[src/rtl/fetch_stage_pkg.sv]
// Shared pipeline definitions for the fetch stage: bubble encoding, reset PC
// and the fetch FSM state encoding.
package fetch_stage_pkg;

    localparam logic [31:0] NOP_INST_DEF = 32'h0000_0013;  // addi x0,x0,0
    localparam logic [31:0] RESET_PC_DEF = 32'h0000_0000;

    typedef enum logic [1:0] {
        ST_REQ   = 2'd0,
        ST_BUF   = 2'd1,
        ST_DRAIN = 2'd2
    } fetchState_e;

    function automatic logic [31:0] nextPc(input logic [31:0] addr);
        return addr + 32'd4;
    endfunction

    function automatic logic [31:0] alignWord(input logic [31:0] addr);
        return addr & ~32'd3;
    endfunction

endpackage

[src/rtl/fetch_stage_ifid_reg.sv]
// IF/ID pipeline register: bubble has priority over load, otherwise hold.
module ifid_reg
    import fetch_stage_pkg::*;
#(
    parameter logic [31:0] RESET_PC = RESET_PC_DEF,
    parameter logic [31:0] NOP_INST = NOP_INST_DEF
) (
    input  logic        clk,
    input  logic        rst,
    input  logic        load,
    input  logic        bubble,
    input  logic [31:0] pcNext,
    input  logic [31:0] instNext,
    output logic [31:0] pc,
    output logic [31:0] inst,
    output logic        valid
);

    always_ff @(posedge clk or posedge rst) begin
        if (rst) begin
            pc    <= RESET_PC;
            inst  <= NOP_INST;
            valid <= 1'b0;
        end else if (bubble) begin
            pc    <= pcNext;
            inst  <= NOP_INST;
            valid <= 1'b0;
        end else if (load) begin
            pc    <= pcNext;
            inst  <= instNext;
            valid <= 1'b1;
        end
    end

endmodule

[src/rtl/fetch_stage.sv]
// Instruction fetch stage: request FSM with one-entry skid buffer, PC
// tracking and redirect handling feeding the IF/ID register.
module fetch_stage
    import fetch_stage_pkg::*;
#(
    parameter logic [31:0] RESET_PC = RESET_PC_DEF,
    parameter logic [31:0] NOP_INST = NOP_INST_DEF
) (
    input  logic        clk,
    input  logic        rst,
    input  logic        stallIn,
    input  logic        flushIn,
    input  logic [31:0] branchTargetIn,
    output logic        imemReqOut,
    output logic [31:0] imemAddrOut,
    input  logic        imemAckIn,
    input  logic [31:0] imemRdataIn,
    output logic [31:0] IFIDpcOut,
    output logic [31:0] IFIDinstOut,
    output logic        IFIDvalidOut,
    output logic [4:0]  IFIDrs1Out,
    output logic [4:0]  IFIDrs2Out
);

    fetchState_e state;
    logic [31:0] pc;
    logic [31:0] reqAddr;
    logic        bufValid;
    logic [31:0] bufPc;
    logic [31:0] bufInst;

    logic        ifidLoad;
    logic        ifidBubble;
    logic [31:0] ifidPcNext;
    logic [31:0] ifidInstNext;

    logic [31:0] target;
    assign target = alignWord(branchTargetIn);

    // BUF is the only state without an outstanding request; reset gates it off.
    assign imemReqOut  = !rst && (state != ST_BUF);
    assign imemAddrOut = reqAddr;

    always_comb begin
        ifidLoad     = 1'b0;
        ifidBubble   = 1'b0;
        ifidPcNext   = pc;
        ifidInstNext = imemRdataIn;
        if (flushIn) begin
            ifidBubble = 1'b1;
        end else if (!stallIn) begin
            case (state)
                ST_REQ: begin
                    if (imemAckIn) begin
                        ifidLoad   = 1'b1;
                        ifidPcNext = reqAddr;
                    end else begin
                        ifidBubble = 1'b1;
                    end
                end
                ST_BUF: begin
                    ifidLoad     = bufValid;
                    ifidPcNext   = bufPc;
                    ifidInstNext = bufInst;
                end
                default: ifidBubble = 1'b1;
            endcase
        end
    end

    always_ff @(posedge clk or posedge rst) begin
        if (rst) begin
            state    <= ST_REQ;
            pc       <= RESET_PC;
            reqAddr  <= RESET_PC;
            bufValid <= 1'b0;
        end else begin
            case (state)
                ST_REQ: begin
                    if (flushIn) begin
                        pc       <= target;
                        bufValid <= 1'b0;
                        if (imemAckIn) reqAddr <= target;
                        else           state   <= ST_DRAIN;
                    end else if (imemAckIn) begin
                        pc <= nextPc(reqAddr);
                        if (stallIn) begin
                            bufValid <= 1'b1;
                            state    <= ST_BUF;
                        end else begin
                            reqAddr <= nextPc(reqAddr);
                        end
                    end
                end
                ST_BUF: begin
                    if (flushIn) begin
                        pc       <= target;
                        reqAddr  <= target;
                        bufValid <= 1'b0;
                        state    <= ST_REQ;
                    end else if (!stallIn) begin
                        bufValid <= 1'b0;
                        reqAddr  <= pc;
                        state    <= ST_REQ;
                    end
                end
                ST_DRAIN: begin
                    // The killed response is dropped; refetch from the redirected pc.
                    if (flushIn) begin
                        pc <= target;
                    end else if (imemAckIn) begin
                        reqAddr <= pc;
                        state   <= ST_REQ;
                    end
                end
                default: state <= ST_REQ;
            endcase
        end
    end

    always_ff @(posedge clk) begin
        if (state == ST_REQ && !flushIn && imemAckIn && stallIn) begin
            bufPc   <= reqAddr;
            bufInst <= imemRdataIn;
        end
    end

    ifid_reg #(
        .RESET_PC (RESET_PC),
        .NOP_INST (NOP_INST)
    ) uIfid (
        .clk      (clk),
        .rst      (rst),
        .load     (ifidLoad),
        .bubble   (ifidBubble),
        .pcNext   (ifidPcNext),
        .instNext (ifidInstNext),
        .pc       (IFIDpcOut),
        .inst     (IFIDinstOut),
        .valid    (IFIDvalidOut)
    );

    assign IFIDrs1Out = IFIDinstOut[19:15];
    assign IFIDrs2Out = IFIDinstOut[24:20];

endmodule

[config.mk]
export PLATFORM = sky130hd
export DESIGN_NAME = fetch_stage
export DESIGN_NICKNAME = d
export VERILOG_FILES = /design/src/rtl/fetch_stage_pkg.sv /design/src/rtl/fetch_stage_ifid_reg.sv /design/src/rtl/fetch_stage.sv
export SDC_FILE = /design/constraint.sdc
export NUM_CORES = 1
export LEC_CHECK = 0
export CORE_UTILIZATION = 50
export CTS_BUF_LIST = sky130_fd_sc_hd__clkbuf_4
export DETAILED_ROUTE_END_ITERATION = 10
export PLACE_DENSITY = 0.84
export SYNTH_ARGS = -nofsm -noshare
export SYNTH_HDL_FRONTEND = slang
export SYNTH_SLANG_ARGS = --single-unit
[constraint.sdc]
create_clock -name clk -period 13.7 [get_ports clk]
set_clock_uncertainty 0.2 [all_clocks]
set_input_delay 2.055 -clock clk [delete_from_list [all_inputs] [get_ports clk]]
set_output_delay 2.055 -clock clk [all_outputs]
set_load 0.05 [all_outputs]
==> impl_metrics.csv, run 1 <==
group,metric,value,unit
place,place.gp.congestion,0.839,
clocking,ctsResizeCount,0,
logic_synthesis,syn_nets,1036,
logic_synthesis,muxShareOfSynthArea,0.0453,
hold_path,min_path_type,"reg2reg",
logic_synthesis,synthFlopType,"dfrtp_1",
worst_setup_path,crit_end,"imemReqOut",
worst_setup_path,worstSetupPathType,"in2out",
grt,gr-usage-all-layers,0.265,
layout,multi_input_area,3960,sq um
detailed_routing,drtIter0Drc,893,
detailed_routing,highest_layer,"met4",
logic_synthesis,synth_top_family_by_area,"compound AO/OA/AOI/OAI gates",
logic_synthesis,ys_warn_count,0,
logic_synthesis,synth-xor-area-share,0.0192,
hold_path,holdPathStages,2,
clocking,ctsHtreeMaxLevel,4,
floorplan,initial_core_util,0.511,
floorplan,dieArea,19700,sq um
timing,hold_viol,0,
worst_setup_path,end_kind,"output pin",
timing,finalSetupTns,0,ns
worst_setup_path,worstRegToRegCells,8,
logic_synthesis,synth_area_leader_cell,"dfrtp_1",
logic_synthesis,netlist_area,9590,sq um
layout,synthToLayoutAreaGrowth,21.5,%
clocking,cts_buffers,17,
place,dp_hpwl,16500,microns
logic_synthesis,postSynthAreaPerCell,9.97,sq um
worst_setup_path,critPathMaxFanout,2,
floorplan,coreArea,18800,sq um
logic_synthesis,synth_compound_area_frac,0.204,
detailed_routing,drc,0,
status,status,"finished clean",
grt,grt.overflow.total,0,
layout,fillers,1527,
logic_synthesis,synth_fa_ha_area_frac,0.00653,
worst_setup_path,critPathRequiredTime,11.44,ns
logic_synthesis,yosysSeqAreaShare,0.545,
timing,min_period_over_period,0.418,
timing,relSlewSlack,0.306,
floorplan,rows,50,
power_and_ir_drop,ir_drop,0.143,mV
logic_synthesis,synth_area_leaders,"dfrtp_1, edfxtp_1, o21ai_0",
floorplan,ios,177,
logic_synthesis,ys_ff_latch,196,
detailed_routing,dr.pass1.iters,6,
detailed_routing,wl,25400,microns
clocking,post-cts-setup-buffers,0,
clocking,clock_latency,0.60,ns
flow_run,cap_violations,0,
worst_setup_path,timing.rr.start,"state[1]",
detailed_routing,wl_met3,2310,microns
logic_synthesis,synth_top_area_frac,0.337,
detailed_routing,wl_met2,12000,microns
grt,grt_pass1_wl,40900,microns
grt,antenna_found_initial,2,
logic_synthesis,synth_edf_count,64,
clocking,cts_tree,"yes",
layout,nNetsFinal,1156,
logic_synthesis,synth_cells,962,
worst_setup_path,start_kind,"input port",
clocking,cts.sinks,196,
worst_setup_path,cp.arrival,3.46,ns
grt,grt_start_max_net_pins,71,
clocking,clockBufferDepth,2,
logic_synthesis,synthArstFlopShare,0.673,
detailed_routing,avgViaCountPerCell,6.07,
detailed_routing,met1_length,10400,microns
layout,register_area,5230,sq um
layout,drive_gt1_frac,0.0639,
timing,drv_slew,0,
floorplan,die_w,140,microns
timing,setup_viol,0,
timing,worst-slew-pin-transition,1.04,ns
place,numPortBuffers,174,
detailed_routing,postRouteAntennaNets,0,
grt,grt_pass1_vias,7881,
worst_setup_path,r2r_end,"imemAddrOut[29]",
layout,final_core_util,0.621,
timing,rsz0062_at_grt,"no",
power_and_ir_drop,power_density,213,nW/um^2
worst_setup_path,rrSetupSlack,10.14,ns
timing,max_freq,175,MHz
power_and_ir_drop,p_leak,4.36,nW
clocking,path_clk_slew,0.15,ns
floorplan,die_y,140,microns
logic_synthesis,yosysUniqueCellTypes,66,
logic_synthesis,synth_simple_gate_area_share,0.134,
detailed_routing,post_drt_wl_per_cell,19.1,microns
detailed_routing,vias,8085,
clocking,hold_buffers,0,
clocking,clockRootBuffer,"clkbuf_4",
worst_setup_path,crit_path_start,"rst",
timing,min_period,5.72,ns
[worst min-delay path by stage]
stage	slack, ns	to	from
floorplan	0.26	pc[0]	pc[0]
global placement	0.26	uIfid.valid	uIfid.valid
detailed placement	0.26	uIfid.valid	uIfid.valid
CTS	0.30	uIfid.pc[31]	uIfid.pc[31]
global route	0.32	uIfid.valid	uIfid.valid
finish	0.29	uIfid.inst[2]	uIfid.inst[2]
[stage by stage]
stage	instance area, sq um	instances	total power, mW	setup WS, ns	hold WS (ns)
2_1_floorplan	9590	962	1.78	7.88	0.261
3_3_place_gp	11400	1297	2.16	7.99	0.258
3_5_place_dp	11400	1297	2.19	7.97	0.265
4_1_cts	11600	1329	2.48	7.97	0.302
5_1_grt	11600	1331	2.62	7.90	0.317
6_report	11600	1331	2.48	7.98	0.295
[layout by cell type, fill, tap and decap left out, types with 4 or more instances in the layout]
cell             count
a22o_1              11
inv_1               13
nand2_1            118
nor3_1               8
a21oi_1            100
o21ai_0            112
o21a_1               4
xor2_1              12
nand3_1             10
o2bb2ai_1            5
buf_4               15
clkinvlp_4           4
and3_1              15
clkbuf_4            17
dfrtp_1            129
ha_1                 5
nand4_1              7
inv_6                4
mux2i_1             40
a22oi_1             40
a31oi_1              4
clkdlybuf4s50_1    174
edfxtp_1            64
o22a_1               8
nor4_1               5
a221oi_1            10
xnor2_1              9
nor2_1              69
[sequential cells by signal, indices dropped and copies added (netlist names)]
| signal | cells |
|---|---|
| bufPc | 32 |
| bufInst | 32 |
| pc | 32 |
| imemAddrOut | 32 |
| bufValid | 1 |
| uIfid.valid | 1 |
| state | 2 |
| uIfid.pc | 32 |
| uIfid.inst | 32 |
[power by group]
part | switching, mW | internal [mW]
logic | 0.821 | 0.420
clock network | 0.211 | 0.0765
registers | 0.181 | 0.773
[routing by layer]
layer,vias to the layer above,track usage
met4,0,0.107
met3,58,0.0523
met2,428,0.436
met5,-,0
met1,3867,0.346
li1,3732,-
[Yosys cell counts (4+ instances only)]
cell type	count
a22o_1	11
ha_1	5
a21oi_1	100
o21ai_0	112
and3_1	15
dfrtp_1	129
a22oi_1	40
nand3_1	10
a221oi_1	10
xnor2_1	9
clkbuf_1	65
nand2_1	118
nor3_1	9
buf_1	6
a31oi_1	4
buf_4	11
o22a_1	8
xor2_1	12
mux2i_1	40
o2bb2ai_1	5
buf_2	5
inv_1	14
nand4_1	7
nor2_1	71
nor4_1	5
edfxtp_1	64
o21a_1	4
[critical path, cell delays in order]
cell and delay [ns]:
clkdlybuf4s50_1 0.49, nor2_1 0.12, clkdlybuf4s50_1 0.80
[cell families after synthesis]
kind of cell,after synthesis
buf+inv,103
fa+ha+maj,5
mux,43
flops,196
simple gates,271
compound gates,323
xor+xnor,21
[layout make-up]
cell class	instances	share of cell area
Clock buffer	17	0.0110
Timing Repair Buffer	189	0.159
Multi-Input combinational cell	663	0.340
Tap cell	234	0.0251
Sequential cell	196	0.449
Inverter	15	0.00526
Clock inverter	15	0.0106
Antenna cell	2	0.000430
Power figures use the tool's default switching activity.
==> run 2: changes to the inputs <==
Settings changed: CORE_UTILIZATION 50 to 49, PLACE_DENSITY 0.84 to 0.86.
Clock period 13.7 ns to 4.8 ns, I/O delays scaled along.
==> impl_metrics.csv, run 2 (synthesized netlist as in run 1, its figures left out) <==
group,metric,value,unit
status,status,"finished clean",
layout,multi_input_area,3950,sq um
clocking,clockBufferDepth,2,
clocking,post-cts-setup-buffers,0,
worst_setup_path,rrSetupSlack,1.49,ns
worst_setup_path,worstSetupPathType,"reg2out",
grt,grt_pass1_vias,7623,
power_and_ir_drop,p_switching,3.46,mW
timing,relSlewSlack,0.370,
place,place.gp.congestion,0.865,
timing,max_freq,298,MHz
clocking,cts_buffers,17,
timing,drv_slew,0,
power_and_ir_drop,switching_share,0.483,
layout,nNetsFinal,1161,
clocking,path_clk_slew,0.16,ns
place,dpl_worst_slack,1.19,ns
hold_path,min_from,"uIfid.pc[10]",
timing,rsz0062_at_grt,"no",
detailed_routing,wl,25500,microns
layout,fillers,1534,
timing,setup_viol,0,
floorplan,initial_core_util,0.506,
place,dp_hpwl,17300,microns
clocking,hold_buffers,0,
detailed_routing,drc,0,
power_and_ir_drop,p_int,3.70,mW
layout,drive_gt1_frac,0.0691,
worst_setup_path,cp.arrival,2.43,ns
place,dpl_cell_area,11500,sq um
clocking,ctsResizeCount,0,
floorplan,rows,50,
clocking,cts_tree,"yes",
floorplan,ios,177,
layout,synthToLayoutAreaGrowth,22.8,%
power_and_ir_drop,p_comb_frac,0.495,
worst_setup_path,r2r_end,"uIfid.inst[19]",
grt,grt_pass1_wl,40500,microns
hold_path,holdPathEnd,"uIfid.pc[10]",
floorplan,coreArea,19000,sq um
power_and_ir_drop,p_leak,4.42,nW
layout,register_area,5230,sq um
worst_setup_path,cp_slowest_cell,"clkdlybuf4s50_1",
timing,finalSetupTns,0,ns
worst_setup_path,end_kind,"output pin",
grt,grt_start_max_net_pins,95,
timing,hold_viol,0,
grt,gr-usage-all-layers,0.259,
detailed_routing,vias,8105,
flow_run,cap_violations,0,
power_and_ir_drop,pwr-share-clk,0.124,
power_and_ir_drop,ir_drop,0.412,mV
worst_setup_path,max_stage_delay,0.80,ns
worst_setup_path,cp_top_family,"buffers and inverters",
detailed_routing,post_drt_wl_per_cell,18.7,microns
worst_setup_path,critPathRequiredTime,3.88,ns
clocking,cts.sinks,196,
layout,design_area,11800,sq um
worst_setup_path,start_kind,"flip-flop",
timing,worst-slew-pin-transition,0.945,ns
floorplan,die_y,142,microns
timing,min_period_over_period,0.699,
layout,layout_common_cells,"clkdlybuf4s50_1, dfrtp_1, nand2_1",
layout,final_common_cell,"clkdlybuf4s50_1",
floorplan,dieArea,20100,sq um
timing,min_period,3.35,ns
place,numPortBuffers,174,
clocking,clock_latency,0.57,ns
hold_path,min_path_type,"reg2reg",
hold_path,holdPathStages,2,
detailed_routing,avgViaCountPerCell,5.96,
detailed_routing,drtIter0Drc,730,
timing,hold_slack,0.296,ns
worst_setup_path,critPathMaxFanout,21,
worst_setup_path,timing.rr.start,"state[0]",
clocking,clockRootBuffer,"clkbuf_4",
power_and_ir_drop,seq_power_share,0.381,
floorplan,die_w,142,microns
detailed_routing,dr.pass1.iters,5,
grt,grt.overflow.total,0,
power_and_ir_drop,power_density,608,nW/um^2
worst_setup_path,crit_chain,"inv_1 > ha_1 > buf_4 > nor2_1 > clkdlybuf4s50_1",
worst_setup_path,worstRegToRegCells,7,
clocking,ctsHtreeMaxLevel,4,
detailed_routing,postRouteAntennaNets,0,
timing,setup_ws,1.45,ns
worst_setup_path,path_depth,5,
worst_setup_path,critPathBufInv,3,
grt,antenna_found_initial,1,
[run 2: worst register-to-register path: stages (launching register included)]
cell and delay (ns):
dfrtp_1 0.46, inv_1 0.10, ha_1 0.41, inv_1 0.15, nor2_1 0.19, or2_1 0.61, a21o_1 0.78, o21ai_0 0.28
[run 2: worst max-delay path by stage]
| stage | slack (ns) | start | end |
|---|---|---|---|
| finish | 1.45 | state[1] | imemReqOut |
| global route | 1.19 | state[0] | uIfid.inst[19] |
| CTS | 1.42 | state[1] | imemReqOut |
| detailed placement | 1.19 | stallIn | uIfid.inst[19] |
| global placement | 1.29 | stallIn | uIfid.inst[10] |
| floorplan | 0.32 | stallIn | state[0] |
[run 2: routing by layer]
| layer | vias up | GRT usage | part of all wire |
|---|---|---|---|
| li1 | 3735 | - | - |
| met1 | 3926 | 0.346 | 0.42 |
| met2 | 408 | 0.423 | 0.48 |
| met3 | 36 | 0.0530 | 0.085 |
| met4 | 0 | 0.0894 | 0.019 |
| met5 | - | 0 | 0 |
[run 2: area by class of cell]
type | instances | area share
repair buffers | 194 | 0.163
well taps | 260 | 0.0276
clock inverters | 15 | 0.0140
diodes | 1 | 0.000212
inverters | 15 | 0.00521
flip-flops and latches | 196 | 0.444
multi-input cells | 663 | 0.335
clock buffers | 17 | 0.0108
[run 2: per-stage QoR]
step | std cells | util | power (mW)
after global routing | 1361 | 0.621 | 7.56
final | 1361 | 0.621 | 7.16
after global placement | 1328 | 0.606 | 6.16
after CTS | 1360 | 0.621 | 7.17
after floorplan | 962 | - | 5.09
after detailed placement | 1328 | 0.606 | 6.27
[run 2: power by group through the flow]
| stage | registers, mW | logic (mW) | clock network [mW] |
|---|---|---|---|
| 3_5_place_dp | 2.75 | 3.51 | 0 |
| 6_report | 2.73 | 3.54 | 0.891 |
| 2_1_floorplan | 3.50 | 1.59 | 0 |
| 4_1_cts | 2.72 | 3.53 | 0.915 |
| 3_3_place_gp | 2.72 | 3.44 | 0 |
| 5_1_grt | 2.80 | 3.79 | 0.977 |
